[src/rtl/hilo_muldiv_unit.sv]
// ============================================================================
// hilo_muldiv_unit : multi-cycle MULT/MULTU/DIV/DIVU engine feeding HI/LO
// Revision 1.0
// ============================================================================
`default_nettype none

module hilo_muldiv_unit #(
    parameter int unsigned MUL_LATENCY = 2
) (
    input  logic        clk,
    input  logic        rst_n,
    input  logic        start_i,
    input  logic [1:0]  op_i,
    input  logic [31:0] src_a_i,
    input  logic [31:0] src_b_i,
    input  logic        cancel_i,
    output logic        busy_o,
    output logic        hilo_write_en_o,
    output logic [31:0] hi_write_data_o,
    output logic [31:0] lo_write_data_o
);

    localparam logic [3:0] MUL_LAST = 4'(MUL_LATENCY);

    typedef enum logic [2:0] {
        S_IDLE = 3'd0,
        S_MUL  = 3'd1,
        S_DIV  = 3'd2,
        S_FIX  = 3'd3,
        S_DONE = 3'd4
    } state_t;

    state_t      state_q;
    logic        signed_q;
    logic [31:0] a_q;
    logic [31:0] b_q;
    logic [31:0] rem_q;
    logic [31:0] quo_q;
    logic [31:0] divisor_q;
    logic        neg_a_q;
    logic        neg_b_q;
    logic        div_zero_q;
    logic [3:0]  cnt_mul_q;
    logic [4:0]  cnt_div_q;
    logic        busy_q;
    logic        done_q;
    logic [31:0] hi_q;
    logic [31:0] lo_q;

    logic        neg_a_d;
    logic        neg_b_d;
    logic [31:0] mag_a_d;
    logic [31:0] mag_b_d;
    logic [63:0] a_ext;
    logic [63:0] b_ext;
    logic [63:0] product;
    logic [32:0] div_partial;
    logic [32:0] div_trial;
    logic [31:0] rem_d;
    logic [31:0] quo_d;
    logic [31:0] quo_fix;
    logic [31:0] rem_fix;

    always_comb begin
        neg_a_d = ~op_i[0] & src_a_i[31];
        neg_b_d = ~op_i[0] & src_b_i[31];
        mag_a_d = neg_a_d ? (~src_a_i + 32'd1) : src_a_i;
        mag_b_d = neg_b_d ? (~src_b_i + 32'd1) : src_b_i;
    end

    // Low 64 bits of the product of the extended operands give both the
    // signed and the unsigned result, so a single multiplier serves both.
    always_comb begin
        a_ext   = {{32{signed_q & a_q[31]}}, a_q};
        b_ext   = {{32{signed_q & b_q[31]}}, b_q};
        product = a_ext * b_ext;
    end

    always_comb begin
        div_partial = {rem_q, quo_q[31]};
        div_trial   = div_partial - {1'b0, divisor_q};
        if (!div_trial[32]) begin
            rem_d = div_trial[31:0];
            quo_d = {quo_q[30:0], 1'b1};
        end else begin
            rem_d = div_partial[31:0];
            quo_d = {quo_q[30:0], 1'b0};
        end
        quo_fix = (neg_a_q ^ neg_b_q) ? (~quo_q + 32'd1) : quo_q;
        rem_fix = neg_a_q ? (~rem_q + 32'd1) : rem_q;
    end

    always_ff @(posedge clk or negedge rst_n) begin
        if (!rst_n) begin
            state_q    <= S_IDLE;
            signed_q   <= 1'b0;
            a_q        <= '0;
            b_q        <= '0;
            rem_q      <= '0;
            quo_q      <= '0;
            divisor_q  <= '0;
            neg_a_q    <= 1'b0;
            neg_b_q    <= 1'b0;
            div_zero_q <= 1'b0;
            cnt_mul_q  <= '0;
            cnt_div_q  <= '0;
            busy_q     <= 1'b0;
            done_q     <= 1'b0;
            hi_q       <= '0;
            lo_q       <= '0;
        end else begin
            done_q <= 1'b0;
            case (state_q)
                S_IDLE: begin
                    if (start_i && !cancel_i) begin
                        signed_q <= ~op_i[0];
                        a_q      <= src_a_i;
                        b_q      <= src_b_i;
                        busy_q   <= 1'b1;
                        if (op_i[1]) begin
                            state_q    <= S_DIV;
                            neg_a_q    <= neg_a_d;
                            neg_b_q    <= neg_b_d;
                            div_zero_q <= (src_b_i == 32'd0);
                            quo_q      <= mag_a_d;
                            divisor_q  <= mag_b_d;
                            rem_q      <= '0;
                            cnt_div_q  <= '0;
                        end else begin
                            state_q   <= S_MUL;
                            cnt_mul_q <= '0;
                        end
                    end
                end
                S_MUL: begin
                    if (cancel_i) begin
                        state_q <= S_IDLE;
                        busy_q  <= 1'b0;
                    end else if (cnt_mul_q == MUL_LAST) begin
                        state_q <= S_DONE;
                        hi_q    <= product[63:32];
                        lo_q    <= product[31:0];
                        done_q  <= 1'b1;
                    end else begin
                        cnt_mul_q <= cnt_mul_q + 4'd1;
                    end
                end
                S_DIV: begin
                    if (cancel_i) begin
                        state_q <= S_IDLE;
                        busy_q  <= 1'b0;
                    end else begin
                        rem_q     <= rem_d;
                        quo_q     <= quo_d;
                        cnt_div_q <= cnt_div_q + 5'd1;
                        // 32nd iteration: the counter wraps to zero here
                        if (cnt_div_q == 5'd31) begin
                            state_q <= S_FIX;
                        end
                    end
                end
                S_FIX: begin
                    if (cancel_i) begin
                        state_q <= S_IDLE;
                        busy_q  <= 1'b0;
                    end else begin
                        state_q <= S_DONE;
                        done_q  <= 1'b1;
                        if (div_zero_q) begin
                            hi_q <= a_q;
                            lo_q <= 32'hFFFF_FFFF;
                        end else begin
                            hi_q <= rem_fix;
                            lo_q <= quo_fix;
                        end
                    end
                end
                S_DONE: begin
                    state_q <= S_IDLE;
                    busy_q  <= 1'b0;
                end
                default: begin
                    state_q <= S_IDLE;
                    busy_q  <= 1'b0;
                end
            endcase
        end
    end

    assign busy_o          = busy_q;
    assign hilo_write_en_o = done_q & ~cancel_i;
    assign hi_write_data_o = hi_q;
    assign lo_write_data_o = lo_q;

endmodule

`default_nettype wire

[config.mk]
export PLATFORM = sky130hd
export DESIGN_NAME = hilo_muldiv_unit
export DESIGN_NICKNAME = d
export VERILOG_FILES = /design/src/rtl/hilo_muldiv_unit.sv
export SDC_FILE = /design/constraint.sdc
export NUM_CORES = 2
export LEC_CHECK = 0
export CORE_ASPECT_RATIO = 1.25
export CORE_MARGIN = 8
export CORE_UTILIZATION = 60
export DETAILED_ROUTE_END_ITERATION = 8
export GPL_TIMING_DRIVEN = 1
export PLACE_DENSITY = 0.89
export SLEW_MARGIN = 15
export SYNTH_ARGS = -nofsm -noshare
export SYNTH_HDL_FRONTEND = slang
export SYNTH_SLANG_ARGS = --single-unit
[constraint.sdc]
create_clock -name clk -period 9.9 [get_ports clk]
set_input_delay 1.98 -clock clk [delete_from_list [all_inputs] [get_ports clk]]
set_output_delay 1.98 -clock clk [all_outputs]
set_load 0.1 [all_outputs]
==> run_results.csv <==
group,metric,value,unit
status,outcome,"finished, final reports clean",
clocking,tritoncts,"built",
yosys,ys_types,73,
clocking,cts-buffers-inserted,29,
timing,worst_pin_slew,1276,ps
timing,period_minus_slack,8939,ps
floorplan,io_pins,136,
run,maxCapViolations,0,
timing,period_share,90.29,%
worst_setup_path,crit_path_top_delay_cell,"dfrtp_1",
timing,fmax,0.1119,GHz
floorplan,die_x,280.5,µm
worst_setup_path,critPathKind,"reg2reg",
global_route,grt_pass1_vias,47170,
timing,slew_violations,0,
timing,hold_viol_final,0,
floorplan,coreArea,86900,µm²
cells_and_area,final_util,64.19,%
yosys,synth_cells,5952,
clocking,insertion_delay,600,ps
drt,num_vias,42470,
worst_setup_path,worstPathArrival,9470,ps
cells_and_area,drive_above_1_share,3.328,%
yosys,synthArstFlopShare,100.0,%
worst_setup_path,crit_top_cell,"fa_1",
clocking,cts_resized,0,
placement,routabilityCongestion,0.9991,
clocking,clock-root-buffer,"clkbuf_16",
drt,drt-initial-drc-count,3981,
timing,fin_ws,960.9,ps
timing,tns,0,ps
clocking,cts.reportedPaths.clkPinSlew,70,ps
timing,clock_skew,41.18,ps
cells_and_area,final_common_cell,"inv_1",
clocking,cts_hold_buf,0,
placement,port_buffers,135,
placement,place_ws,1017,ps
global_route,grt_start_max_net_pins,105,
drt,drc_errors,0,
global_route,grt_pass1_wl,248200,µm
clocking,cts_setup_buffers,0,
global_route,use_met2,54.76,%
yosys,ys_seq_area_share,11.54,%
drt,firstDrtPassIters,9,
global_route,grt_antenna_before_repair,8,
cells_and_area,area_growth,6.325,%
yosys,yosys_warnings,0,
worst_setup_path,path_max_fanout,34,
floorplan,die_area,97210,µm²
clocking,clock_path_buffers,3,
worst_setup_path,cp-start-kind,"flip-flop",
min_path,worstHoldPathType,"reg2reg",
floorplan,die_h,346.6,µm
drt,routed_via_density,6.014,
timing,slew_headroom,14.93,%
global_route,top_usage_layer,"met2",
clocking,clock_sinks,242,
timing,setup_viol,0,
cells_and_area,final_area,55780,µm²
global_route,use_met1,36.48,%
cells_and_area,filler_cell_count,6711,
floorplan,rows,121,
global_route,gr-total-overflow,0,
worst_setup_path,slowest_delay,990,ps
drt,wirelength,155600,µm
global_route,track_usage,32.48,%
floorplan,start_util,60.37,%
clocking,h-tree-depth,1,
drt,wl_per_cell,22.03,µm
yosys,synth_nets,7400,
worst_setup_path,endpoint_kind,"flip-flop",
yosys,ys_ff_latch,242,
global_route,use_met3,6.332,%
yosys,synth_area,52460,µm²
placement,post_dp_cell_area,54750,µm²
cells_and_area,mostFrequentLayoutCells,"inv_1 (1183), fa_1 (1126), nand2_1 (1089), and2_1 (351), o21ai_0 (263)",
yosys,synth_edf_count,0,
placement,dp_hpwl,125500,µm
drt,antenna_left,0,
yosys,synth_area_per_cell,8.814,µm²
cells_and_area,nNetsFinal,7315,
timing,rsz0062_at_grt,"false",
worst_setup_path,crit_required,10430,ps
yosys,synth_flop_cell,"dfrtp_1",
-- metal layers --
| layer | part of all wire [%] | routed length [µm] | vias up |
|---|---|---|---|
| met3 | 9.4 | 14690 | 857 |
| met5 | 0 | 0 | - |
| met4 | 8.9 | 13870 | 0 |
| met1 | 32 | 50550 | 21260 |
| met2 | 49 | 76490 | 2591 |
| li1 | - | - | 17760 |
-- cell families (layout without fill, tap and decap cells) --
| logic type | count (synthesis) | in the layout | synth area share, % |
|---|---|---|---|
| and+or+nand+nor | 1834 | 1834 | 15.84 |
| buffers and inverters | 1537 | 1474 | 11.06 |
| adders and majority gates | 1378 | 1378 | 48.98 |
| AOI/OAI and AO/OA | 710 | 710 | 8.290 |
| DFF | 242 | 242 | 11.54 |
| xor gates and xnor gates | 217 | 217 | 3.637 |
| muxes | 34 | 34 | 0.6535 |
| other | 0 | 5 | 0 |
-- state kept, by name, indices dropped and copies added (netlist names) --
| register | flops |
|---|---|
| a_q | 32 |
| b_q | 32 |
| busy_o | 1 |
| cnt_div_q | 5 |
| cnt_mul_q | 4 |
| div_zero_q | 1 |
| divisor_q | 32 |
| done_q | 1 |
| hi_write_data_o | 32 |
| lo_write_data_o | 32 |
| neg_a_q | 1 |
| neg_b_q | 1 |
| quo_q | 32 |
| rem_q | 32 |
| signed_q | 1 |
| state_q | 3 |
-- cell type report --
cell class                      count  area [µm²]  area share [%]
Antenna cell                        5       12.51         0.02243
Inverter                         1183        4441           7.961
Clock inverter                     16       234.0          0.4195
Clock buffer                       37       785.8           1.409
Multi-Input combinational cell   4173       40650           72.88
Sequential cell                   242        6065           10.87
Tap cell                         1168        1461           2.620
Timing Repair Buffer              238        2130           3.818
-- worst paths after layout --
kind,start,cells past startpoint,endpoint,slack (ps)
worst max-delay path,b_q[0],25,hi_write_data_o[25],960
worst min-delay path,divisor_q[23],2,divisor_q[23],480
worst max register to register,b_q[0],25,hi_write_data_o[25],960
worst min register to register,divisor_q[23],2,divisor_q[23],480
max in group asynchronous,rst_n,2,b_q[25],6760
min in group asynchronous,rst_n,1,cnt_mul_q[0],1460
-- worst max-delay path, delay by kind of cell (launching register included) --
family                   cells  cell delay [ps]
buffers and inverters        5              790
multiplexers                 1              360
AND/OR/NAND/NOR              2              400
flip-flops                   1              990
AO/OA/AOI/OAI                8             1880
adder cells (fa/ha/maj)      9             4440
-- cells in the mapped netlist, types with 4 or more instances --
cell / count / area share [%]
inv_1: 1183 / 8.5
a31oi_1: 23 / 0.27
clkbuf_1: 342 / 2.4
xnor2_1: 109 / 1.8
nand2b_1: 24 / 0.29
nor3_1: 41 / 0.39
a31o_2: 4 / 0.067
nand2_1: 1090 / 7.8
nor4_1: 15 / 0.18
a211o_1: 4 / 0.067
or4_1: 11 / 0.16
nand3_1: 33 / 0.31
a22oi_1: 34 / 0.49
a2bb2oi_1: 4 / 0.067
o211ai_1: 9 / 0.13
o21bai_1: 13 / 0.19
o21a_1: 8 / 0.11
o21ai_0: 263 / 2.5
o41ai_1: 22 / 0.37
o31ai_1: 23 / 0.33
a311oi_1: 5 / 0.083
and2_1: 351 / 4.2
nand4_1: 15 / 0.18
a41oi_1: 5 / 0.083
mux2i_1: 32 / 0.61
nor2b_1: 13 / 0.16
fa_1: 1126 / 43
or2_2: 15 / 0.18
a211oi_1: 17 / 0.24
buf_1: 5 / 0.036
o221ai_1: 4 / 0.067
xor2_1: 107 / 1.8
dfrtp_1: 242 / 12
or3_1: 16 / 0.19
nand3b_1: 4 / 0.057
ha_1: 252 / 6.0
nor2_1: 160 / 1.1
a21o_1: 59 / 0.84
a21oi_1: 154 / 1.5
o22ai_1: 31 / 0.37
and3_1: 34 / 0.41
-- through the flow --
stage          hold slack (ps)  std cells
6_report                 477.7       7062
5_1_grt                  498.7       7060
4_1_cts                  480.3       7057
3_5_place_dp             465.6       7004
3_3_place_gp             461.9       7004
2_1_floorplan            449.8       5952
Power is not shown: default switching activity piles up to over one toggle a cycle in this logic, so the estimate is an artifact.
